--- src/rtl/fp32_pkg.sv ---
// fp32_pkg
//   Shared definitions for the FP32 multiplier datapath.
//   Contents:
//     - field widths EXP_W, MAN_W and the all-ones exponent EXP_MAX
//     - product class encoding fp_cls_t (CLS_NORMAL, CLS_ZERO, CLS_INF, CLS_NAN)
//     - fp_unpacked_t: one operand split into {sign, exp, man}
package fp32_pkg;

  localparam int EXP_W = 8;
  localparam int MAN_W = 23;
  localparam logic [EXP_W-1:0] EXP_MAX = 8'hFF;

  typedef enum logic [1:0] {
    CLS_NORMAL = 2'd0,
    CLS_ZERO   = 2'd1,
    CLS_INF    = 2'd2,
    CLS_NAN    = 2'd3
  } fp_cls_t;

  typedef struct packed {
    logic             sign;
    logic [EXP_W-1:0] exp;
    logic [MAN_W-1:0] man;
  } fp_unpacked_t;

endpackage

--- src/rtl/fp32_classify.sv ---
// fp32_classify
//   Purely combinational unpack/classify of one packed FP32 operand.
//   Denormals are flushed to zero (exp and fraction forced to 0, sign kept).
//   Ports:
//     op        in  32  packed FP32 operand
//     is_zero   out 1   operand is zero after flush (exp == 0)
//     is_denorm out 1   operand was denormal (exp == 0, fraction != 0)
//     is_inf    out 1   infinity (only with FP_SPECIAL_CASE_EN, else 0)
//     is_nan    out 1   NaN      (only with FP_SPECIAL_CASE_EN, else 0)
//     sign      out 1   sign bit
//     exp       out 8   biased exponent after flush
//     man       out 23  fraction after flush, no hidden bit
//   Configuration macro: FP_SPECIAL_CASE_EN. When undefined, exponent 255 is
//   an ordinary exponent and is_inf/is_nan are tied low.
module fp32_classify
  import fp32_pkg::*;
(
  input  logic [31:0]      op,
  output logic             is_zero,
  output logic             is_denorm,
  output logic             is_inf,
  output logic             is_nan,
  output logic             sign,
  output logic [EXP_W-1:0] exp,
  output logic [MAN_W-1:0] man
);

  logic [EXP_W-1:0] raw_exp;
  logic [MAN_W-1:0] raw_man;

  assign raw_exp   = op[30:23];
  assign raw_man   = op[22:0];

  assign is_denorm = (raw_exp == '0) && (raw_man != '0);
  // A denormal already has exp 0, so only the fraction needs forcing.
  assign is_zero   = (raw_exp == '0);
  assign sign      = op[31];
  assign exp       = raw_exp;
  assign man       = is_denorm ? '0 : raw_man;

`ifdef FP_SPECIAL_CASE_EN
  assign is_inf    = (raw_exp == EXP_MAX) && (raw_man == '0);
  assign is_nan    = (raw_exp == EXP_MAX) && (raw_man != '0);
`else
  assign is_inf    = 1'b0;
  assign is_nan    = 1'b0;
`endif

endmodule

--- src/rtl/fp32_mul_unpack.sv ---
// fp32_mul_unpack
//   Input stage of the FP32 multiplier: 2-stage elastic pipeline that
//   registers an operand pair (stage A), then unpacks, flushes denormals and
//   classifies the product (stage B) for the downstream multiply core.
//   Ports:
//     clk, rst                 clock, synchronous active-high reset
//     in_valid/in_ready        operand pair handshake
//     in_x, in_y               packed FP32 operands
//     out_valid/out_ready      unpacked field handshake
//     sign_x/y, exp_x/y        sign, biased exponent (0 after flush)
//     mantissa_x/y             fraction without hidden bit (0 after flush)
//     out_cls                  0 normal, 1 zero, 2 inf, 3 NaN
//     cnt_clr                  synchronous clear of denorm_cnt (wins over increment)
//     denorm_cnt               saturating count of flushed denormal operands
//   Configuration macro: FP_SPECIAL_CASE_EN (inf/NaN classification, handled
//   inside fp32_classify; inf/NaN flags are tied low when undefined).
module fp32_mul_unpack
  import fp32_pkg::*;
(
  input  logic        clk,
  input  logic        rst,
  input  logic        in_valid,
  output logic        in_ready,
  input  logic [31:0] in_x,
  input  logic [31:0] in_y,
  output logic        out_valid,
  input  logic        out_ready,
  output logic        sign_x,
  output logic        sign_y,
  output logic [7:0]  exp_x,
  output logic [7:0]  exp_y,
  output logic [22:0] mantissa_x,
  output logic [22:0] mantissa_y,
  output logic [1:0]  out_cls,
  input  logic        cnt_clr,
  output logic [15:0] denorm_cnt
);

  logic             b_ready;
  logic             accept_p0;
  logic             load_p1;

  logic             vld_p0_q, vld_p0_d;
  logic [31:0]      x_p0_q, x_p0_d;
  logic [31:0]      y_p0_q, y_p0_d;

  logic             zero_x, den_x, inf_x, nan_x, sx;
  logic             zero_y, den_y, inf_y, nan_y, sy;
  logic [EXP_W-1:0] ex, ey;
  logic [MAN_W-1:0] mx, my;
  fp_cls_t          cls_s;
  logic [1:0]       n_den;

  logic             vld_p1_q, vld_p1_d;
  fp_unpacked_t     fx_p1_q, fx_p1_d;
  fp_unpacked_t     fy_p1_q, fy_p1_d;
  fp_cls_t          cls_p1_q, cls_p1_d;
  logic [15:0]      cnt_q, cnt_d;

  function automatic logic [15:0] sat_add_cnt(input logic [15:0] acc,
                                              input logic [1:0]  inc);
    logic [16:0] sum;
    sum = {1'b0, acc} + {15'd0, inc};
    return sum[16] ? 16'hFFFF : sum[15:0];
  endfunction

  // Ready depends only on registered valid bits and out_ready, never on in_valid.
  assign b_ready   = !vld_p1_q || out_ready;
  assign in_ready  = !vld_p0_q || b_ready;
  assign accept_p0 = in_valid && in_ready;
  assign load_p1   = vld_p0_q && b_ready;

  // ---- stage A -> stage B boundary: unpack and classify ----
  fp32_classify u_cls_x (
    .op        (x_p0_q),
    .is_zero   (zero_x),
    .is_denorm (den_x),
    .is_inf    (inf_x),
    .is_nan    (nan_x),
    .sign      (sx),
    .exp       (ex),
    .man       (mx)
  );

  fp32_classify u_cls_y (
    .op        (y_p0_q),
    .is_zero   (zero_y),
    .is_denorm (den_y),
    .is_inf    (inf_y),
    .is_nan    (nan_y),
    .sign      (sy),
    .exp       (ey),
    .man       (my)
  );

  always_comb begin
    cls_s = CLS_NORMAL;
    if (nan_x || nan_y || (inf_x && zero_y) || (zero_x && inf_y)) begin
      cls_s = CLS_NAN;
    end else if (inf_x || inf_y) begin
      cls_s = CLS_INF;
    end else if (zero_x || zero_y) begin
      cls_s = CLS_ZERO;
    end
  end

  assign n_den = {1'b0, den_x} + {1'b0, den_y};

  always_comb begin
    vld_p0_d = vld_p0_q;
    x_p0_d   = x_p0_q;
    y_p0_d   = y_p0_q;
    vld_p1_d = vld_p1_q;
    fx_p1_d  = fx_p1_q;
    fy_p1_d  = fy_p1_q;
    cls_p1_d = cls_p1_q;
    cnt_d    = cnt_q;

    if (in_ready) vld_p0_d = in_valid;
    if (accept_p0) begin
      x_p0_d = in_x;
      y_p0_d = in_y;
    end

    if (b_ready) vld_p1_d = vld_p0_q;
    if (load_p1) begin
      fx_p1_d  = {sx, ex, mx};
      fy_p1_d  = {sy, ey, my};
      cls_p1_d = cls_s;
    end

    if (cnt_clr) begin
      cnt_d = '0;
    end else if (load_p1) begin
      cnt_d = sat_add_cnt(cnt_q, n_den);
    end
  end

  // ---- stage A registers ----
  always_ff @(posedge clk) begin
    if (rst) vld_p0_q <= 1'b0;
    else     vld_p0_q <= vld_p0_d;
  end

  always_ff @(posedge clk) begin
    x_p0_q <= x_p0_d;
    y_p0_q <= y_p0_d;
  end

  // ---- stage B registers (fields cleared on reset so outputs read 0) ----
  always_ff @(posedge clk) begin
    if (rst) begin
      vld_p1_q <= 1'b0;
      fx_p1_q  <= '0;
      fy_p1_q  <= '0;
      cls_p1_q <= CLS_NORMAL;
      cnt_q    <= '0;
    end else begin
      vld_p1_q <= vld_p1_d;
      fx_p1_q  <= fx_p1_d;
      fy_p1_q  <= fy_p1_d;
      cls_p1_q <= cls_p1_d;
      cnt_q    <= cnt_d;
    end
  end

  assign out_valid  = vld_p1_q;
  assign sign_x     = fx_p1_q.sign;
  assign exp_x      = fx_p1_q.exp;
  assign mantissa_x = fx_p1_q.man;
  assign sign_y     = fy_p1_q.sign;
  assign exp_y      = fy_p1_q.exp;
  assign mantissa_y = fy_p1_q.man;
  assign out_cls    = cls_p1_q;
  assign denorm_cnt = cnt_q;

endmodule

--- config.mk ---
export PLATFORM = sky130hd
export DESIGN_NAME = fp32_mul_unpack
export DESIGN_NICKNAME = d
export VERILOG_FILES = /design/src/rtl/fp32_pkg.sv /design/src/rtl/fp32_classify.sv /design/src/rtl/fp32_mul_unpack.sv
export SDC_FILE = /design/constraint.sdc
export NUM_CORES = 1
export LEC_CHECK = 0
export ABC_AREA = 1
export BUFFER_PORTS_ARGS = -buffer_cell sky130_fd_sc_hd__buf_2
export CAP_MARGIN = 10
export CORE_UTILIZATION = 25
export CTS_CLUSTER_SIZE = 14
export DETAILED_ROUTE_END_ITERATION = 7
export PLACE_DENSITY = 0.44
export SLEW_MARGIN = 5
export SYNTH_ARGS = -nofsm -noshare
export SYNTH_HDL_FRONTEND = slang
export SYNTH_SLANG_ARGS = --single-unit
--- constraint.sdc ---
create_clock -name clk -period 2.85 [get_ports clk]
set_clock_uncertainty 0.15 [all_clocks]
set_input_delay 0.57 -clock clk [delete_from_list [all_inputs] [get_ports clk]]
set_output_delay 0.57 -clock clk [all_outputs]
set_load 0.02 [all_outputs]
Word-level counts from Yosys, hierarchy flattened
Cells that the tools add are included.
{"block": "op_classes", "n_addsub": 2, "n_shift": 0, "mul": 0, "bitwise": 0, "reduce_logical": 14, "muxes": 4, "eq_ne": 0, "n_lt_le_gt_ge": 0, "div": 0}
{"cell": "$mux 23", "count": 2}
{"cell": "$reduce_bool 23->1", "count": 2}
{"cell": "$add 16x2->17", "count": 1}
{"cell": "$logic_not 8->1", "count": 2}
{"cell": "$mux 16", "count": 1}
{"cell": "$logic_and 1x1->1", "count": 4}
{"cell": "$logic_or 1x1->1", "count": 3}
{"cell": "$add 1x1->2", "count": 1}
{"cell": "$logic_not 1->1", "count": 2}
{"cell": "$reduce_or 2->1", "count": 1}
{"cell": "$mux 1", "count": 1}
{"block": "word_totals", "rom_bits": 0, "wordCells": 32, "n_memories": 0, "latchBits": 0, "mem_bits_rw": 0, "inputBits": 69, "register_bits": 148}

Longest topological paths before layout
Gate-level depths: netlist of run 1.
{"block": "depth", "depth_word": 5, "depth_mapped": 18}

By module
A second synthesis of run 1 with hierarchy kept.
{"block": "unflattened", "hier_cells": 689, "area_unflattened_um2": 6409.9}
{"mod": "fp32_mul_unpack", "area_per_inst_um2": 5326.4, "instances": 1, "cells_per_inst": 505}
{"mod": "fp32_classify", "area_per_inst_um2": 541.8, "instances": 2, "cells_per_inst": 92}

Worst setup path before layout of run 1
Ideal clock, no wire load.
{"block": "synth_timing", "path_kind": "input-to-reg", "from": "input port out_ready", "to": "register x_p0_q[0] (enable)", "required_time_ns": 2.282, "n_path_buf": 0, "slack_ns": 0.049, "stages": 4, "setup_time_ns": 0.418, "t_arrival_ns": 2.233, "path_cell_list": "inv_1 > nand3_1 > nand2_1 > inv_1"}
{"block": "synth_between", "elab_chain_len": 3}
{"element": "start, declared", "line": "fp32_mul_unpack.sv:27", "source": "input logic out_ready,"}
{"element": "$logic_or 1x1->1", "line": "fp32_mul_unpack.sv:68", "source": "assign b_ready = !vld_p1_q || out_ready;"}
{"element": "$logic_or 1x1->1", "line": "fp32_mul_unpack.sv:69", "source": "assign in_ready = !vld_p0_q || b_ready;"}
{"element": "via in_ready", "line": "fp32_mul_unpack.sv:23", "source": "output logic in_ready,"}
{"element": "$logic_and 1x1->1", "line": "fp32_mul_unpack.sv:70", "source": "assign accept_p0 = in_valid && in_ready;"}
{"element": "via accept_p0", "line": "fp32_mul_unpack.sv:40", "source": "logic accept_p0;"}
{"element": "end signal, assigned", "line": "fp32_mul_unpack.sv:146", "source": "x_p0_q <= x_p0_d;"}
{"element": "end, declared", "line": "fp32_mul_unpack.sv:44", "source": "logic [31:0] x_p0_q, x_p0_d;"}
The timed path passes the listed nets, and every way through them passes these cells.
A chain may end at the register's enable or synchronous reset.

Worst setup path in the final report of run 1
{"block": "layout_timing", "from": "register x_p0_q[28]", "to": "register cnt_q[10], in the netlist denorm_cnt[10]"}
{"block": "layout_between", "elab_chain_len": 5}
{"element": "$logic_not 8->1", "line": "fp32_classify.sv:34", "source": "assign is_denorm = (raw_exp == '0) && (raw_man != '0);"}
{"element": "$logic_and 1x1->1", "line": "fp32_classify.sv:34"}
{"element": "$add 1x1->2", "line": "fp32_mul_unpack.sv:107", "source": "assign n_den = {1'b0, den_x} + {1'b0, den_y};"}
{"element": "$add 16x2->17", "line": "fp32_mul_unpack.sv:63", "source": "sum = {1'b0, acc} + {15'd0, inc};"}
{"element": "$mux 16", "line": "fp32_mul_unpack.sv:64", "source": "return sum[16] ? 16'hFFFF : sum[15:0];"}
{"element": "end signal, assigned", "line": "fp32_mul_unpack.sv:163", "source": "cnt_q <= cnt_d;"}
{"element": "end, declared", "line": "fp32_mul_unpack.sv:58", "source": "logic [15:0] cnt_q, cnt_d;"}
Every way passes these cells.

==> metrics.txt, run 1 <==
Clk Latency, worst-skew pair 0.41 ns; share of cells above drive strength 1 27.94%; Final Hold Vio Count 0; Period Utilization, post-route slightly above 90%; Final Core Density around 33%; CTS tree built; drc violations 0; via count ~4300; Vias/cell 4.301; htree depth 4; #FFs+latches synth 147; RSZ-0062 raised after global routing true; worst-path maximum fanout 8; Worst Path Buf+Inv 2; crit path max-delay cell type edfxtp_1; average size of a mapped cell 9.893 µm²; MaxCap Viol Count 0; CP delay by family, top simple AND/OR/NAND/NOR gates; Routed met3 length about 860 µm; Starting Density 25.85%; Critical Path Sink Type flop; clk buf depth 2; Final ANT Viol Nets 0; post-DP HPWL 9526 µm; worst endpoint required time 3.06 ns; CP max stage delay 0.40 ns; CP arrival 2.83 ns; Slew HR approximately 64%; die height ~150 µm; Pwr Total 4.804 mW; pin count of the biggest net entering global routing 63; Place WS 0.1787 ns; Remaining Overflow, GRT 0; Cells after Synth 558; yosys warns 0; critical path type flop to flop; Area Growth Syn to Fin 28.17%; FP Rows 53; first-pass GRT wire length 21480 µm; f_max 381.4 MHz; Mapped Area 5520 µm²; M1 WL about 6300 µm; syn_nets 629; Seq/Total Area, Yosys around two thirds; Port Buffers 151; Die X 150.6 µm; CP Cell Sequence nor2_1 -> nand2_1 -> nor2_1 -> nand2_1 -> fa_1 -> inv_1 -> ha_1 -> nand3_2 -> nor2_4 -> nand4_2 -> nand3_2 -> nand2_1 -> inv_1; most frequent cells in the layout buf_2 (151), nand2_1 (101), nor2_1 (86); post-route insts no fill around 1000; LEAKAGE between 3 and 4 nW; CTS root buffer clkbuf_16; type of origin of the critical path flop; drt pass-1 iters 6; setup ws final about 0.23 ns; die area ~23000 µm²; Most common cell on crit path nand2_1; vias in the first global route 4144; CTS Sinks 147; WL/cell roughly 14 µm; Met2 Routed Length roughly 6600 µm; GR Util All Layers 12.63%; IO Count 153; max layer used met4; antenna violations before repair 1; Post-CTS Setup Bufs 0; Tightest Hold Check Type input port to flop; worst slew pin tran 0.5367 ns; fin crit period around 2.6 ns; core area about 21000 µm²; Max VDD drop between 0.0003 and 0.0004 V; most common cell after layout, fill and taps aside buf_2; Setup Viol. Count Final 0; initial DRC count 200; DP Cell Count 965; status complete, no violations; max-slew violations 0; routed wire length between 10000 and 15000 µm; layout net count 781; TritonCTS buffer count 17; Clk pin slew, worst setup/hold paths 0.06 ns; synth unique cells 30; Ant. Diodes 0; total power divided by cell area ~680 nW/µm²; GP Congestion between 0.7 and 0.8
-- sequential cells by signal, summed over array words and instances, names as in the netlist --
| name | cells |
|---|---|
| mantissa_y | 23 |
| exp_x | 8 |
| out_valid | 1 |
| vld_p0_q | 1 |
| exp_y | 8 |
| mantissa_x | 23 |
| denorm_cnt | 16 |
| sign_y | 1 |
| y_p0_q | 32 |
| sign_x | 1 |
| out_cls | 1 |
| x_p0_q | 32 |
-- synth_stat cells, drive strengths merged --
cell / n / area share [%]
nand2: 103 / 7.2
nor2: 91 / 6.6
dfxtp: 83 / 30
o21ai: 68 / 6.2
edfxtp: 64 / 35
a21oi: 59 / 5.6
inv: 25 / 1.7
buf: 19 / 2.2
nand3: 16 / 1.7
clkbuf: 8 / 0.57
nand4: 8 / 1.2
xor2: 5 / 0.79
a31oi: 2 / 0.23
nand3b: 2 / 0.27
conb: 1 / 0.068
fa: 1 / 0.36
ha: 1 / 0.23
or2: 1 / 0.11
xnor2: 1 / 0.16
-- layout make-up --
class	instances	area, µm²
clock buffer	23	457.9
clock inverter	9	60.06
fill	2209	14280
inverter	25	93.84
multi-input combinational	360	1708
sequential	147	3583
tap	275	344.1
timing repair buffer	159	828.3
-- cell families after synthesis --
family          Yosys count  synth area share, %
compound gates          129                11.94
xor+xnor                  6               0.9519
fa+ha+maj                 2               0.5893
buf+inv                  52                4.420
flops                   147                64.91
other cells               1              0.06793
simple gates            221                17.11
-- path summary, 6_finish.rpt --
kind | from | endpoint | slack [ns] | cells after the start
hold reg to reg | exp_y[1]$_SDFFE_PP0P_ | exp_y[1]$_SDFFE_PP0P_ | 0.33 | 2
setup reg to reg | x_p0_q[28]$_DFFE_PP_ | denorm_cnt[10]$_SDFFE_PP0P_ | 0.23 | 13
setup / recovery | x_p0_q[28]$_DFFE_PP_ | denorm_cnt[10]$_SDFFE_PP0P_ | 0.23 | 13
hold / removal | in_y[17] | y_p0_q[17]$_DFFE_PP_ | 0.18 | 1
-- power breakdown --
group	internal, mW	switching, mW
Sequential	2.33	0.0608
Clock	1.13	0.869
Combinational	0.141	0.265
-- stage by stage --
stage | setup TNS [ns] | hold slack [ns] | instance area (µm²)
floorplan | 0 | 0.3173 | 5520
global route | -0.07114 | 0.1523 | 7076
detailed placement | 0 | 0.3253 | 6543
CTS | 0 | 0.1497 | 7061
global placement | 0 | 0.3088 | 6543
finish | 0 | 0.1772 | 7076
-- metal layers --
| metal | track usage [%] | vias to the layer above |
|---|---|---|
| met5 | 0 | - |
| met4 | 4.950 | 0 |
| met3 | 3.939 | 14 |
| met2 | 20.37 | 117 |
| met1 | 15.67 | 1974 |
| li1 | - | 2187 |
-- worst reg2reg max path: stages, from the launching register on --
cell and delay, ns:
edfxtp_1 0.40, nor2_1 0.15, nand2_1 0.07, nor2_1 0.14, nand2_1 0.12, fa_1 0.39
inv_1 0.09, ha_1 0.20, nand3_2 0.11, nor2_4 0.26, nand4_2 0.26, nand3_2 0.15
nand2_1 0.05, inv_1 0.04
-- what timing repair did --
item                                    in CTS  in global routing
endpoints found under the setup margin       0                 13
hold buffers                                 0                  0
gates resized for setup                      0                  1
Power figures use the tool's default switching activity.
==> run 2, diff against run 1 <==
--- a/config.mk
+++ b/config.mk
@@ -11,6 +11,7 @@
 export CORE_UTILIZATION = 25
 export CTS_CLUSTER_SIZE = 14
 export DETAILED_ROUTE_END_ITERATION = 7
+export HOLD_SLACK_MARGIN = 0.15
 export PLACE_DENSITY = 0.44
 export SLEW_MARGIN = 5
 export SYNTH_ARGS = -nofsm -noshare
==> constraint.sdc (replaced) <==
create_clock -name clk -period 2.85 [get_ports clk]
set_clock_uncertainty 0.15 [all_clocks]
set_input_delay 0.4275 -clock clk [delete_from_list [all_inputs] [get_ports clk]]
set_output_delay 0.4275 -clock clk [all_outputs]
set_load 0.02 [all_outputs]
==> metrics.txt, run 2 (synthesis results as in run 1) <==
status complete, no violations; critical path type flop to flop; post-DP HPWL between 9000 and 10000 µm; worst endpoint required time ~3.1 ns; Starting Density 25.85%; Routed met3 length between 800 and 900 µm; Period Utilization, post-route around nine tenths; f_max about 390 MHz; Final Hold Vio Count 0; routed wire length 14440 µm; Port Buffers 151; leading registers by flop count x_p0_q x32, y_p0_q x32; LEAKAGE around 3.4 nW; crit path launch y_p0_q[28]$_DFFE_PP_; worst slew pin tran 0.5473 ns; Clk pin slew, worst setup/hold paths 0.06 ns; Remaining Overflow, GRT 0; CP delay by family, top simple AND/OR/NAND/NOR gates; total negative slack 0 ns; share of cells above drive strength 1 25.76%; GR Util All Layers 12.92%; CTS tree built; pin count of the biggest net entering global routing 63; WL/cell ~14 µm; Met2 Routed Length between 6000 and 7000 µm; type of origin of the critical path flop; FP Rows 53; Max VDD drop 0.0003509 V; Setup Viol. Count Final 0; M1 WL around 6600 µm; core area 21350 µm²; die area about 23000 µm²; htree depth 4; final instance area 7807 µm²; Reg-to-Reg End denorm_cnt[5]$_SDFFE_PP0P_; drt pass-1 iters 6; Worst Hold Slack between 0.2 and 0.25 ns; Die X about 150 µm; Critical path destination denorm_cnt[5]$_SDFFE_PP0P_; CP Cell Sequence nor2_1 -> nand2_1 -> nor2_2 -> nand2_1 -> fa_1 -> inv_1 -> ha_1 -> nand3_2 -> nor2_4 -> nand4_2 -> a21oi_1; crit path max-delay cell type fa_1; Clk Latency, worst-skew pair 0.42 ns; total power divided by cell area 653.3 nW/µm²; CTS root buffer clkbuf_16; most common cell after layout, fill and taps aside buf_2; Post-CTS Setup Bufs 0; Most common cell on crit path nand2_1; reg-to-reg slack, setup 0.25 ns; worst hold path stage count 4; Tightest Hold Check Type input port to flop; CP Depth 11; most frequent cells in the layout buf_2 (151), nand2_1 (101), nor2_1 (86); antenna violations before repair 1; Vias/cell 4.251; drc violations 0; Worst R2R Start y_p0_q[28]$_DFFE_PP_; initial DRC count 133; CP arrival 2.79 ns; CTS Sinks 147; max layer used met4; max-slew violations 0; worst r2r path cells 11; TritonCTS buffer count 17; layout net count roughly 850; Slew HR 63.51%; MaxCap Viol Count 0; die height roughly 150 µm; vias in the first global route 4320; fin crit period 2.596 ns; Critical Path Sink Type flop; via count 4523; clk buf depth 2; Area Growth Syn to Fin 41.43%; GP Congestion 0.7493; Final ANT Viol Nets 0; Worst Path Buf+Inv 1; dpl cell area 6548 µm²; first-pass GRT wire length 22180 µm; worst-path maximum fanout 8; RSZ-0062 raised after global routing false; IO Count 153; CP max stage delay around 0.42 ns
-- run 2: final cells by class --
cell class	instances	area, µm²
Antenna cell	1	2.502
Clock buffer	23	478.0
Clock inverter	9	103.9
Fill cell	2151	13550
Inverter	25	93.84
Multi-Input combinational cell	360	1708
Sequential cell	147	3583
Tap cell	275	344.1
Timing Repair Buffer	224	1494
-- run 2: where the power goes --
group          leakage (nW)  internal, mW  total (mW)  switching (mW)
Clock                 0.283          1.36        2.23           0.869
Combinational          1.81         0.201       0.480           0.279
Sequential             1.31          2.33        2.40          0.0614
Total                  3.40          3.89        5.10            1.21
-- run 2: worst min-delay path by stage --
stage | startpoint | endpoint | slack, ns
after floorplan | x_p0_q[31]$_DFFE_PP_ | sign_x$_SDFFE_PP0P_ | 0.32
final | out_ready | out_valid$_SDFFE_PP0P_ | 0.23
after global placement | exp_x[2]$_SDFFE_PP0P_ | exp_x[2]$_SDFFE_PP0P_ | 0.31
after detailed placement | exp_y[4]$_SDFFE_PP0P_ | exp_y[4]$_SDFFE_PP0P_ | 0.32
after CTS | out_ready | out_valid$_SDFFE_PP0P_ | 0.20
after global routing | out_ready | out_valid$_SDFFE_PP0P_ | 0.22
-- run 2: repair_timing --
item | CTS | global route
endpoints found under the setup margin | 0 | 13
gates resized for setup | 0 | 1
hold endpoints to repair | 66 | 0
hold buffers | 66 | 0
-- run 2: tightest hold or removal path: stages --
cell	delay, ns
buf_2	0.08
inv_1	0.07
nand2_2	0.10
a21oi_1	0.06
-- run 2: through the flow --
stage | std cells | total power, mW | setup WS [ns] | util [%]
after floorplan | 558 | 2.679 | 0.1916 | -
after global placement | 964 | 2.848 | 0.2653 | 30.66
after detailed placement | 964 | 2.857 | 0.1342 | 30.66
after CTS | 1062 | 5.175 | 0.09324 | 36.48
after global routing | 1063 | 5.327 | 0.02670 | 36.55
final | 1064 | 5.101 | 0.2538 | 36.56
-- run 2: layer usage --
metal | up-vias | global-route usage, %
met2 | 117 | 21.11
met3 | 13 | 4.182
met1 | 2074 | 16.01
met4 | 0 | 4.250
li1 | 2319 | -
met5 | - | 0
